## config.mk

```make
export PLATFORM = sky130hd
export DESIGN_NAME = ksa
export DESIGN_NICKNAME = d
export VERILOG_FILES = /design/src/rtl/ksa.sv
export SDC_FILE = /design/constraint.sdc
export NUM_CORES = 1
export LEC_CHECK = 0
export ABC_AREA = 1
export CORE_AREA = 2 2 93 95
export CTS_CLUSTER_DIAMETER = 60
export DETAILED_ROUTE_END_ITERATION = 16
export DIE_AREA = 0 0 95 97
export MAX_ROUTING_LAYER = met4
export PLACE_DENSITY = 0.77
export SLEW_MARGIN = 25
export SYNTH_ARGS = -nofsm -noshare
export SYNTH_HDL_FRONTEND = slang
export SYNTH_SLANG_ARGS = --single-unit
```

## constraint.sdc

```tcl
create_clock -name clk -period 3.3 [get_ports clk]
set_input_delay 0.66 -clock clk [delete_from_list [all_inputs] [get_ports clk]]
set_output_delay 0.66 -clock clk [all_outputs]
set_load 0.01 [all_outputs]
```

## src/rtl/ksa.sv

```systemverilog
// ARC4 key-scheduling stage: permutes the 256-byte S memory in place with a 24-bit key.
// One read-read-write-write pass over a single-port memory per index, six cycles each.
module ksa (
  input  logic        clk,
  input  logic        rst_n,
  input  logic        en,
  output logic        rdy,
  input  logic [23:0] key,
  output logic [7:0]  addr,
  input  logic [7:0]  rddata,
  output logic [7:0]  wrdata,
  output logic        wren
);

  typedef enum logic [2:0] {
    IDLE  = 3'd0,
    RD_I  = 3'd1,
    LAT_I = 3'd2,
    RD_J  = 3'd3,
    LAT_J = 3'd4,
    WR_I  = 3'd5,
    WR_J  = 3'd6
  } state_t;

  state_t      state_r, state_s;
  logic [7:0]  i_r, i_s;
  logic [7:0]  j_r, j_s;
  logic [1:0]  kidx_r, kidx_s;
  logic [7:0]  si_r, si_s;
  logic [7:0]  sj_r, sj_s;
  logic [23:0] key_r, key_s;
  logic [7:0]  addr_r, addr_s;
  logic [7:0]  wrdata_r, wrdata_s;
  logic        wren_r, wren_s;
  logic        rdy_r, rdy_s;

  function automatic logic [7:0] key_byte(input logic [23:0] k, input logic [1:0] idx);
    case (idx)
      2'd0:    key_byte = k[23:16];
      2'd1:    key_byte = k[15:8];
      default: key_byte = k[7:0];
    endcase
  endfunction

  // Next-state and datapath update logic
  always_comb begin
    state_s = state_r;
    i_s     = i_r;
    j_s     = j_r;
    kidx_s  = kidx_r;
    si_s    = si_r;
    sj_s    = sj_r;
    key_s   = key_r;
    case (state_r)
      IDLE: begin
        if (en) begin
          key_s   = key;
          i_s     = 8'd0;
          j_s     = 8'd0;
          kidx_s  = 2'd0;
          state_s = RD_I;
        end else begin
          state_s = IDLE;
        end
      end
      RD_I:  state_s = LAT_I;
      LAT_I: begin
        si_s    = rddata;
        j_s     = j_r + rddata + key_byte(key_r, kidx_r);
        state_s = RD_J;
      end
      RD_J:  state_s = LAT_J;
      LAT_J: begin
        sj_s    = rddata;
        state_s = WR_I;
      end
      WR_I:  state_s = WR_J;
      WR_J: begin
        if (i_r == 8'd255) begin
          state_s = IDLE;
        end else begin
          i_s     = i_r + 8'd1;
          kidx_s  = (kidx_r == 2'd2) ? 2'd0 : kidx_r + 2'd1;
          state_s = RD_I;
        end
      end
      default: state_s = IDLE;
    endcase
  end

  // Outputs are decoded from the next state so they appear registered in that state
  always_comb begin
    addr_s   = addr_r;
    wrdata_s = wrdata_r;
    wren_s   = 1'b0;
    rdy_s    = 1'b0;
    case (state_s)
      IDLE: rdy_s = 1'b1;
      RD_I: addr_s = i_s;
      RD_J: addr_s = j_s;
      WR_I: begin
        addr_s   = i_s;
        wrdata_s = sj_s;
        wren_s   = 1'b1;
      end
      WR_J: begin
        addr_s   = j_s;
        wrdata_s = si_s;
        wren_s   = 1'b1;
      end
      LAT_I, LAT_J: wren_s = 1'b0;
      default: begin
        wren_s = 1'b0;
        rdy_s  = 1'b0;
      end
    endcase
  end

  // State, datapath and output registers
  always_ff @(posedge clk or negedge rst_n) begin
    if (!rst_n) begin
      state_r  <= IDLE;
      i_r      <= 8'd0;
      j_r      <= 8'd0;
      kidx_r   <= 2'd0;
      si_r     <= 8'd0;
      sj_r     <= 8'd0;
      key_r    <= 24'd0;
      addr_r   <= 8'd0;
      wrdata_r <= 8'd0;
      wren_r   <= 1'b0;
      rdy_r    <= 1'b1;
    end else begin
      state_r  <= state_s;
      i_r      <= i_s;
      j_r      <= j_s;
      kidx_r   <= kidx_s;
      si_r     <= si_s;
      sj_r     <= sj_s;
      key_r    <= key_s;
      addr_r   <= addr_s;
      wrdata_r <= wrdata_s;
      wren_r   <= wren_s;
      rdy_r    <= rdy_s;
    end
  end

  assign addr   = addr_r;
  assign wrdata = wrdata_r;
  assign wren   = wren_r;
  assign rdy    = rdy_r;

endmodule

```

# ---- Word level (Yosys, flattened, before mapping)
# Index checks and enable logic that the tools add are counted.
dict set report word_totals {
  ff_bits 79
  in_bits 35
}
dict set report classes {
  addsub 4
  n_eq_ne 15
  mux 20
  n_reduce_logical 11
}
# operator n
set op_table {}
lappend op_table {{$pmux W8 S2} 5}
lappend op_table {{$mux W8} 6}
lappend op_table {{$pmux W3 S7} 1}
lappend op_table {{$add A8 B8 Y8} 2}
lappend op_table {{$eq A3 B3 Y1 const B} 5}
lappend op_table {{$eq A3 B2 Y1 const B} 3}
lappend op_table {{$add A8 B1 Y8 const B} 1}
lappend op_table {{$eq A8 B8 Y1 const B} 1}
lappend op_table {{$eq A3 B1 Y1 const B} 2}
lappend op_table {{$logic_not A3 Y1} 2}
lappend op_table {{$mux W2} 3}
lappend op_table {{$reduce_bool A2 Y1} 3}
lappend op_table {{$reduce_or A2 Y1} 3}
lappend op_table {{$mux W1} 4}
lappend op_table {{$ne A2 B2 Y1 const B} 2}
lappend op_table {{$pmux W2 S2} 1}
lappend op_table {{$reduce_and A3 Y1} 1}
lappend op_table {{$add A2 B1 Y2 const B} 1}
lappend op_table {{$eq A2 B1 Y1 const B} 1}
lappend op_table {{$eq A2 B2 Y1 const B} 1}
lappend op_table {{$logic_not A2 Y1} 1}
lappend op_table {{$reduce_and A2 Y1} 1}

# ---- Longest topological paths before layout
# Gate-level depths: netlist of run 1.
dict set report depth {
  depth_word 6
  depth_mapped 17
}

# ---- Worst setup path after synthesis of run 1
# No wires, ideal clock.
dict set report synth_timing {
  path_type {register to register}
  startpoint {reg kidx_r[1]}
  endpoint {reg addr_r[6] (netlist: addr[6])}
  arrival_ns 2.421
  required_time_ns 3.184
  slack_ns 0.762
  path_stages_with_launch 15
  path_buffers 1
  cell_sequence {dfrtp_1 > buf_2 > nor2_1 > nand2_1 > nand3_1 > fa_1 > ha_1 > a21oi_1 > or2_2 > nand3_1 > nand2_1 > nand3_1 > nand2_1 > nand2_1 > nand2_1}
}
dict set report synth_via {
  elab_chain_cells 6
  elab_cells_between_ends 7
  cone_classes {add/sub: 1; eq/ne: 1; mux: 4; reduce/logical: 1}
}
# item line_no
set synth_lines {}
lappend synth_lines {{start: declaration} 28} ;# logic [1:0] kidx_r, kidx_s;
lappend synth_lines {{start signal: assignment} 137} ;# kidx_r <= kidx_s;
lappend synth_lines {{$eq A2 B1 Y1 or $logic_not A2 Y1 (tied branches)} 38} ;# case (idx)
lappend synth_lines {{$pmux W8 S2 (*)} 38}
lappend synth_lines {{$mux W8 (*)} 54} ;# case (state_r)
lappend synth_lines {{$add A8 B8 Y8 (*)} 69} ;# j_s = j_r + rddata + key_byte(key_r, kidx_r);
lappend synth_lines {{$pmux W8 S2 (*)} 54}
lappend synth_lines {{via j_s[6]} 27} ;# logic [7:0] j_r, j_s;
lappend synth_lines {{$pmux W8 S2 (*)} 97} ;# case (state_s)
lappend synth_lines {{end signal: assignment} 141} ;# addr_r <= addr_s;
lappend synth_lines {{end: declaration} 32} ;# logic [7:0] addr_r, addr_s;
# Mark *: on every way through the listed nets, which the timed path passes. The rest lies on a longest branch. The select of a mux whose other input is x is not followed.
# A chain may end at the register's enable or synchronous reset.

# ---- Final worst setup path of run 1
dict set report layout_timing {
  startpoint {reg kidx_r[1]}
  endpoint {reg addr_r[7] (netlist: addr[7])}
}
# Same word-level chain as after synthesis.

==> results of run 1 <==
## placed cells by master, fill, tap and decap left out, types with 3 or more instances in the layout
master and count:
ha_1 7, inv_1 44, dfrtp_1 70, nor3_1 4, bufinv_16 3, nand3_1 33
buf_4 3, fa_1 8, nor2_1 10, o21ai_0 25, o211ai_1 8, clkdlybuf4s50_1 51
nand4_1 3, nand2_1 192, inv_2 4, clkbuf_8 10, a21oi_1 8
## sequential cells by signal, summed over array words and instances, names as in the netlist
| name | flops |
|---|---|
| key_r | 24 |
| j_r | 8 |
| i_r | 8 |
| wrdata | 8 |
| si_r | 8 |
| rdy | 1 |
| addr | 8 |
| state_r | 3 |
| kidx_r | 2 |
| wren | 1 |
## worst register-to-register path, delay by kind of cell (launching register included)
kind | cells | cell delay [ns]
adders and majority gates | 3 | 1.08
buffers and inverters | 3 | 0.37
DFF | 1 | 0.60
and+or+nand+nor | 10 | 0.83
## through the flow
step           setup slack (ns)  instance area (um^2)  power, mW  hold slack (ns)  cells
2_1_floorplan            0.7625                  3605      1.463           0.3644    447
5_1_grt                  0.1346                  4494      2.692           0.4565    614
3_3_place_gp             0.2800                  4249      1.656           0.4630    598
4_1_cts                  0.3583                  4494      2.539           0.4131    614
3_5_place_dp             0.2271                  4249      1.686           0.4661    598
6_report                 0.3301                  4494      2.516           0.3977    614
## where the power goes
part,internal [mW],switching [mW],leakage [nW]
Clock,0.520,0.332,0.122
Combinational,0.280,0.391,1.26
Sequential,0.947,0.0456,0.867
Total,1.75,0.769,2.24
## worst max path at each step
stage / depth (start not counted) / slack (ns) / to
after floorplan: 14 / 0.76 / addr[6]
after global placement: 13 / 0.28 / addr[7]
after detailed placement: 13 / 0.23 / addr[7]
after CTS: 16 / 0.36 / addr[7]
after global routing: 16 / 0.13 / addr[7]
final: 16 / 0.33 / addr[7]
## cells in the mapped netlist, types with 2 or more instances
cell type    n
nand3_2      2
dfrtp_1     70
nor2_4       2
clkbuf_1     4
inv_1       44
buf_2        6
fa_1         8
a21oi_1      8
ha_1         7
nand4_1      3
inv_2        4
nand2_1    192
nor3_1       4
o21ai_0     25
o211ai_1     8
or2_2        2
a22o_1       2
nor2_1      10
nand2_2      2
nand3_1     33
## cells by family after synthesis
kind of cell,Yosys count,share of synthesized area
adders and majority gates,15,0.06872
buffers and inverters,58,0.06248
DFF,71,0.4932
xor gates and xnor gates,1,0.002430
AOI/OAI and AO/OA,50,0.08400
and+or+nand+nor,252,0.2891
## cell type report
type,count,share of cell area
clock inverters,6,0.02394
repair buffers,56,0.1242
clock buffers,10,0.03062
inverters,48,0.04009
flip-flops and latches,71,0.3956
well taps,105,0.02923
multi-input cells,318,0.3563
## routing by layer
layer	part of all wire	track usage
met5	0	-
met3	0.053	0.04673
met4	0.0092	0.06020
met2	0.48	0.2984
met1	0.46	0.2666
==> impl_metrics.env, run 1 <==
export IMPL_status="finished, final reports clean"
export IMPL_crit_fanout=10
export IMPL_insertion_delay_ns=0.34
export IMPL_synth_distinct_cells=31
export IMPL_grt_pass1_vias=2938
export IMPL_setup_viol=0
export IMPL_reg2reg_from="kidx_r[1]"
export IMPL_gp_congestion=0.9754
export IMPL_portBuffers=52
export IMPL_clock_sinks=71
export IMPL_netlist_top_cells_area="dfrtp_1 (49%), nand2_1 (20%), inv_1 (4.6%), nand3_1 (4.6%), fa_1 (4.4%)"
export IMPL_hold_violations=0
export IMPL_ys_seq_area_frac=0.4932
export IMPL_finalCritPeriodShare=0.9000
export IMPL_maxCapViolCount=0
export IMPL_vias=3031
export IMPL_r2r_end="addr[7]"
export IMPL_yosysTopAreaCell="dfrtp_1"
export IMPL_numCtsBuffers=9
export IMPL_post_cts_setup_buffers=0
export IMPL_fmax_mhz=336.7
export IMPL_wl_um=8025
export IMPL_overflow=0
export IMPL_syn_num_nets=497
export IMPL_critPathTopFamily="adder cells"
export IMPL_clock_skew_ns=0.006419
export IMPL_initialDrtViolationCount=177
export IMPL_syn_inst=447
export IMPL_slew_violations=0
export IMPL_cts_max_path_buffers=2
export IMPL_synth_edf_count=0
export IMPL_grt_usage=0.1981
export IMPL_wire_per_inst_um=13.07
export IMPL_synth_ff_type="dfrtp_1"
export IMPL_ff2ff_path_depth=16
export IMPL_crit_path_frequent_cell="nand3_1"
export IMPL_root_buffer="clkbuf_8"
export IMPL_dieWidth_um=95
export IMPL_startpoint="kidx_r[1]"
export IMPL_antenna_cells=0
export IMPL_cpMaxStageDelayCell="dfrtp_1"
export IMPL_worst_path_buf_inv=3
export IMPL_ys_async_sr_fraction=1.000
export IMPL_synth_top_area_frac=0.4859
export IMPL_cpPeakStageDelay_ns=0.60
export IMPL_post_cts_resized=0
export IMPL_crit_type="register to register"
export IMPL_r2r_slack_ns=0.33
export IMPL_grt_pass1_wl_um=13740
export IMPL_syn2layout_area_growth_pct=24.68
export IMPL_die_area_um2=9215
export IMPL_drc=0
export IMPL_leakagePower_nw=2.244
export IMPL_start_util=0.4432
export IMPL_cp_arrival_ns=3.20
export IMPL_num_fill_cells=747
export IMPL_cts_clk_slew_worst_paths_ns=0.08
export IMPL_yosys_warnings=0
export IMPL_drive_above_1_share=0.07269
export IMPL_ys_seq_elements=71
export IMPL_dr_pass1_iters=4
export IMPL_final_util=0.5525
export IMPL_pin_count=53
export IMPL_peakVddDrop_v=0.0002095
export IMPL_vias_per_cell=4.936
export IMPL_synth_area_um2=3605
export IMPL_rsz0062_at_grt="no"
export IMPL_dp_hpwl_um=5902
export IMPL_tritoncts="built"
export IMPL_die_y_um=97
export IMPL_end_kind="register"
export IMPL_cts_hold_buf=0
export IMPL_antenna_found_initial=0
export IMPL_maxSlewHeadroom=0.4747
export IMPL_power_density_nw_per_um2=559.8
export IMPL_multiInputGateArea_um2=1602
export IMPL_core_area_um2=8134
export IMPL_cts_htree_levels=3
export IMPL_path_cells="nor2_1 > buf_4 > nand2_1 > nand3_1 > fa_1 > ha_1 > inv_1 > fa_1 > inv_1 > nand3_1 > nand3_1 > nand3_1 > nand3_1 > nand2_1 > nand2_1 > nand2_1"
export IMPL_ant_nets=0
export IMPL_rows=33
export IMPL_required_ns=3.53
export IMPL_worstMarginPinSlew_ns=0.7879
export IMPL_critPathLaunchType="register"
export IMPL_regArea_um2=1778
export IMPL_tns_ns=0
export IMPL_syn_avg_cell_area_um2=8.064
export IMPL_grt_max_degree=40
export IMPL_fin_crit_ns=2.970
export IMPL_hold_path_class="input pin to async pin"
export IMPL_nets=554
Note: power is estimated with default switching activity, not from simulation.
==> run 2, diff against run 1 <==
CTS_CLUSTER_DIAMETER = 120   (was 60)
==> results of run 2 <==
The final DEF is identical to that of run 1; final timing and power are the same.
==> run 3, diff against run 2 <==
ABC_AREA = not set   (was 1)
GPL_TIMING_DRIVEN = 0   (was not set)
==> impl_metrics.env, run 3 <==
export IMPL_status="finished, final reports clean"
export IMPL_crit_fanout=10
export IMPL_synth_area_um2=3611
export IMPL_grt_pass1_wl_um=14170
export IMPL_syn_num_nets=430
export IMPL_cts_htree_levels=3
export IMPL_dr_pass1_iters=4
export IMPL_cpMaxStageDelayCell="fa_1"
export IMPL_finalCritPeriodShare=0.9186
export IMPL_r2r_slack_ns=0.27
export IMPL_yosys_warnings=0
export IMPL_clock_sinks=71
export IMPL_largest_register_ff_count=24
export IMPL_insertion_delay_ns=0.35
export IMPL_overflow=0
export IMPL_path_cells="clkbuf_1 > clkbuf_2 > nand2_1 > o21ai_0 > fa_1 > ha_1 > inv_1 > fa_1 > nand2b_1 > a32o_1 > a221o_1"
export IMPL_nets=493
export IMPL_vias=2937
export IMPL_initialDrtViolationCount=95
export IMPL_antenna_found_initial=0
export IMPL_crit_type="register to register"
export IMPL_fin_crit_ns=3.031
export IMPL_ys_seq_elements=71
export IMPL_antenna_cells=0
export IMPL_core_area_um2=8134
export IMPL_hold_path_class="input pin to async pin"
export IMPL_clock_skew_ns=0.006596
export IMPL_final_common_cell="nand2_1"
export IMPL_slew_violations=0
export IMPL_root_buffer="clkbuf_8"
export IMPL_maxSlewHeadroom=0.5335
export IMPL_critPathTopFamily="adder cells"
export IMPL_grt_pass1_vias=2950
export IMPL_layout_common_cells="nand2_1 (129), dfrtp_1 (69), clkdlybuf4s50_1 (51)"
export IMPL_start_util=0.4439
export IMPL_worst_path_buf_inv=3
export IMPL_setup_viol=0
export IMPL_cts_max_path_buffers=2
export IMPL_drc=0
export IMPL_syn_inst=380
export IMPL_crit_path_frequent_cell="fa_1"
export IMPL_power_density_nw_per_um2=1023
export IMPL_vias_per_cell=5.311
export IMPL_synth_ff_type="dfrtp_1"
export IMPL_hold_ws_ns=0.1674
export IMPL_hold_violations=0
export IMPL_top_register="key_r"
export IMPL_drive_above_1_share=0.07813
export IMPL_cp_arrival_ns=3.27
export IMPL_placed_cells_incl_taps=538
export IMPL_leakagePower_nw=2.170
export IMPL_fmax_mhz=329.9
export IMPL_syn_avg_cell_area_um2=9.503
export IMPL_synthTopCellsByCount="nand2_1 (129), dfrtp_1 (70), o21ai_0 (23), mux2i_1 (20), nor2_1 (13)"
export IMPL_worstMarginPinSlew_ns=0.6951
export IMPL_wire_per_inst_um=15.28
export IMPL_yosysTopAreaCell="dfrtp_1"
export IMPL_grt_usage=0.2036
export IMPL_numCtsBuffers=9
export IMPL_portBuffers=52
export IMPL_post_cts_setup_buffers=0
export IMPL_netlist_top_cells_area="dfrtp_1 (49%), nand2_1 (13%), mux2i_1 (5.5%), fa_1 (4.4%), o21ai_0 (3.2%)"
export IMPL_ys_async_sr_fraction=1.000
export IMPL_grt_max_degree=56
export IMPL_dp_hpwl_um=6090
export IMPL_end_kind="register"
export IMPL_pre_cts_slack_ns=-0.02200
export IMPL_syn2layout_area_growth_pct=26.54
export IMPL_wl_um=8449
export IMPL_synth_most_common_cell="nand2_1"
export IMPL_die_area_um2=9215
export IMPL_rows=33
export IMPL_design_area_um2=4569
export IMPL_gp_congestion=0.8777
export IMPL_placed_area_um2=4288
export IMPL_cts_clk_slew_worst_paths_ns=0.08
export IMPL_tritoncts="built"
export IMPL_pin_count=53
export IMPL_cpPeakStageDelay_ns=0.52
export IMPL_die_y_um=97
export IMPL_fin_cells=553
export IMPL_dieWidth_um=95
export IMPL_synth_edf_count=0
export IMPL_setup_ws_ns=0.2686
export IMPL_peakVddDrop_v=0.0004117
export IMPL_required_ns=3.53
export IMPL_maxCapViolCount=0
export IMPL_synth_top_area_frac=0.4851
export IMPL_ant_nets=0
export IMPL_ys_seq_area_frac=0.4924
export IMPL_critPathLaunchType="register"
export IMPL_final_util=0.5618
export IMPL_synth_distinct_cells=49
export IMPL_rsz0062_at_grt="no"
-- run 3: metrics by stage --
stage | power, mW | TNS, ns
final | 4.674 | 0
after CTS | 4.673 | 0
after floorplan | 3.004 | 0
after global placement | 3.593 | -56.08
after global routing | 5.058 | 0
after detailed placement | 3.702 | -0.04031
-- run 3: where the power goes --
part           internal [mW]  leakage [nW]  switching [mW]  total, mW
clock network          0.620         0.136           0.336      0.956
logic                   1.00          1.13            1.25       2.25
registers               1.23         0.905           0.234       1.47
total                   2.85          2.17            1.82       4.67
-- run 3: cells by family after synthesis --
logic type                 count (synthesis)  share of synthesized area
adders and majority gates                 15                    0.06860
muxes                                     20                    0.05544
xor gates and xnor gates                   7                    0.01698
AOI/OAI and AO/OA                         62                     0.1199
buffers and inverters                     30                    0.03846
and+or+nand+nor                          175                     0.2082
DFF                                       71                     0.4924
-- run 3: worst paths after layout --
path | end | startpoint | cells after the start
max reg2reg | addr[3] | kidx_r[1] | 11
max | addr[3] | kidx_r[1] | 11
min in group clk | key_r[14] | key_r[14] | 2
min | i_r[7] | rst_n | 1
max in group asynchronous | rdy | rst_n | 2
min reg2reg | key_r[14] | key_r[14] | 2
-- run 3: area by class of cell --
class | count | area (um^2)
Inverter | 11 | 41.29
Tap cell | 105 | 131.4
Multi-Input combinational cell | 279 | 1698
Clock buffer | 11 | 151.4
Sequential cell | 71 | 1779
Buffer | 18 | 95.09
Fill cell | 717 | 3565
Clock inverter | 5 | 127.6
Timing Repair Buffer | 53 | 545.5
-- run 3: what timing repair did --
item | CTS | global route
cloned | 0 | 0
resized for setup | 0 | 4
setup endpoints to repair | 2 | 4
hold buffers | 0 | 0
-- run 3: routing by layer --
layer  vias to the layer above  GRT usage  part of all wire
met5                         -          -                 0
met4                         0    0.09476             0.034
met3                        28    0.03583             0.054
met2                        90     0.2957              0.46
met1                      1406     0.2775              0.46
li1                       1413          -                 -
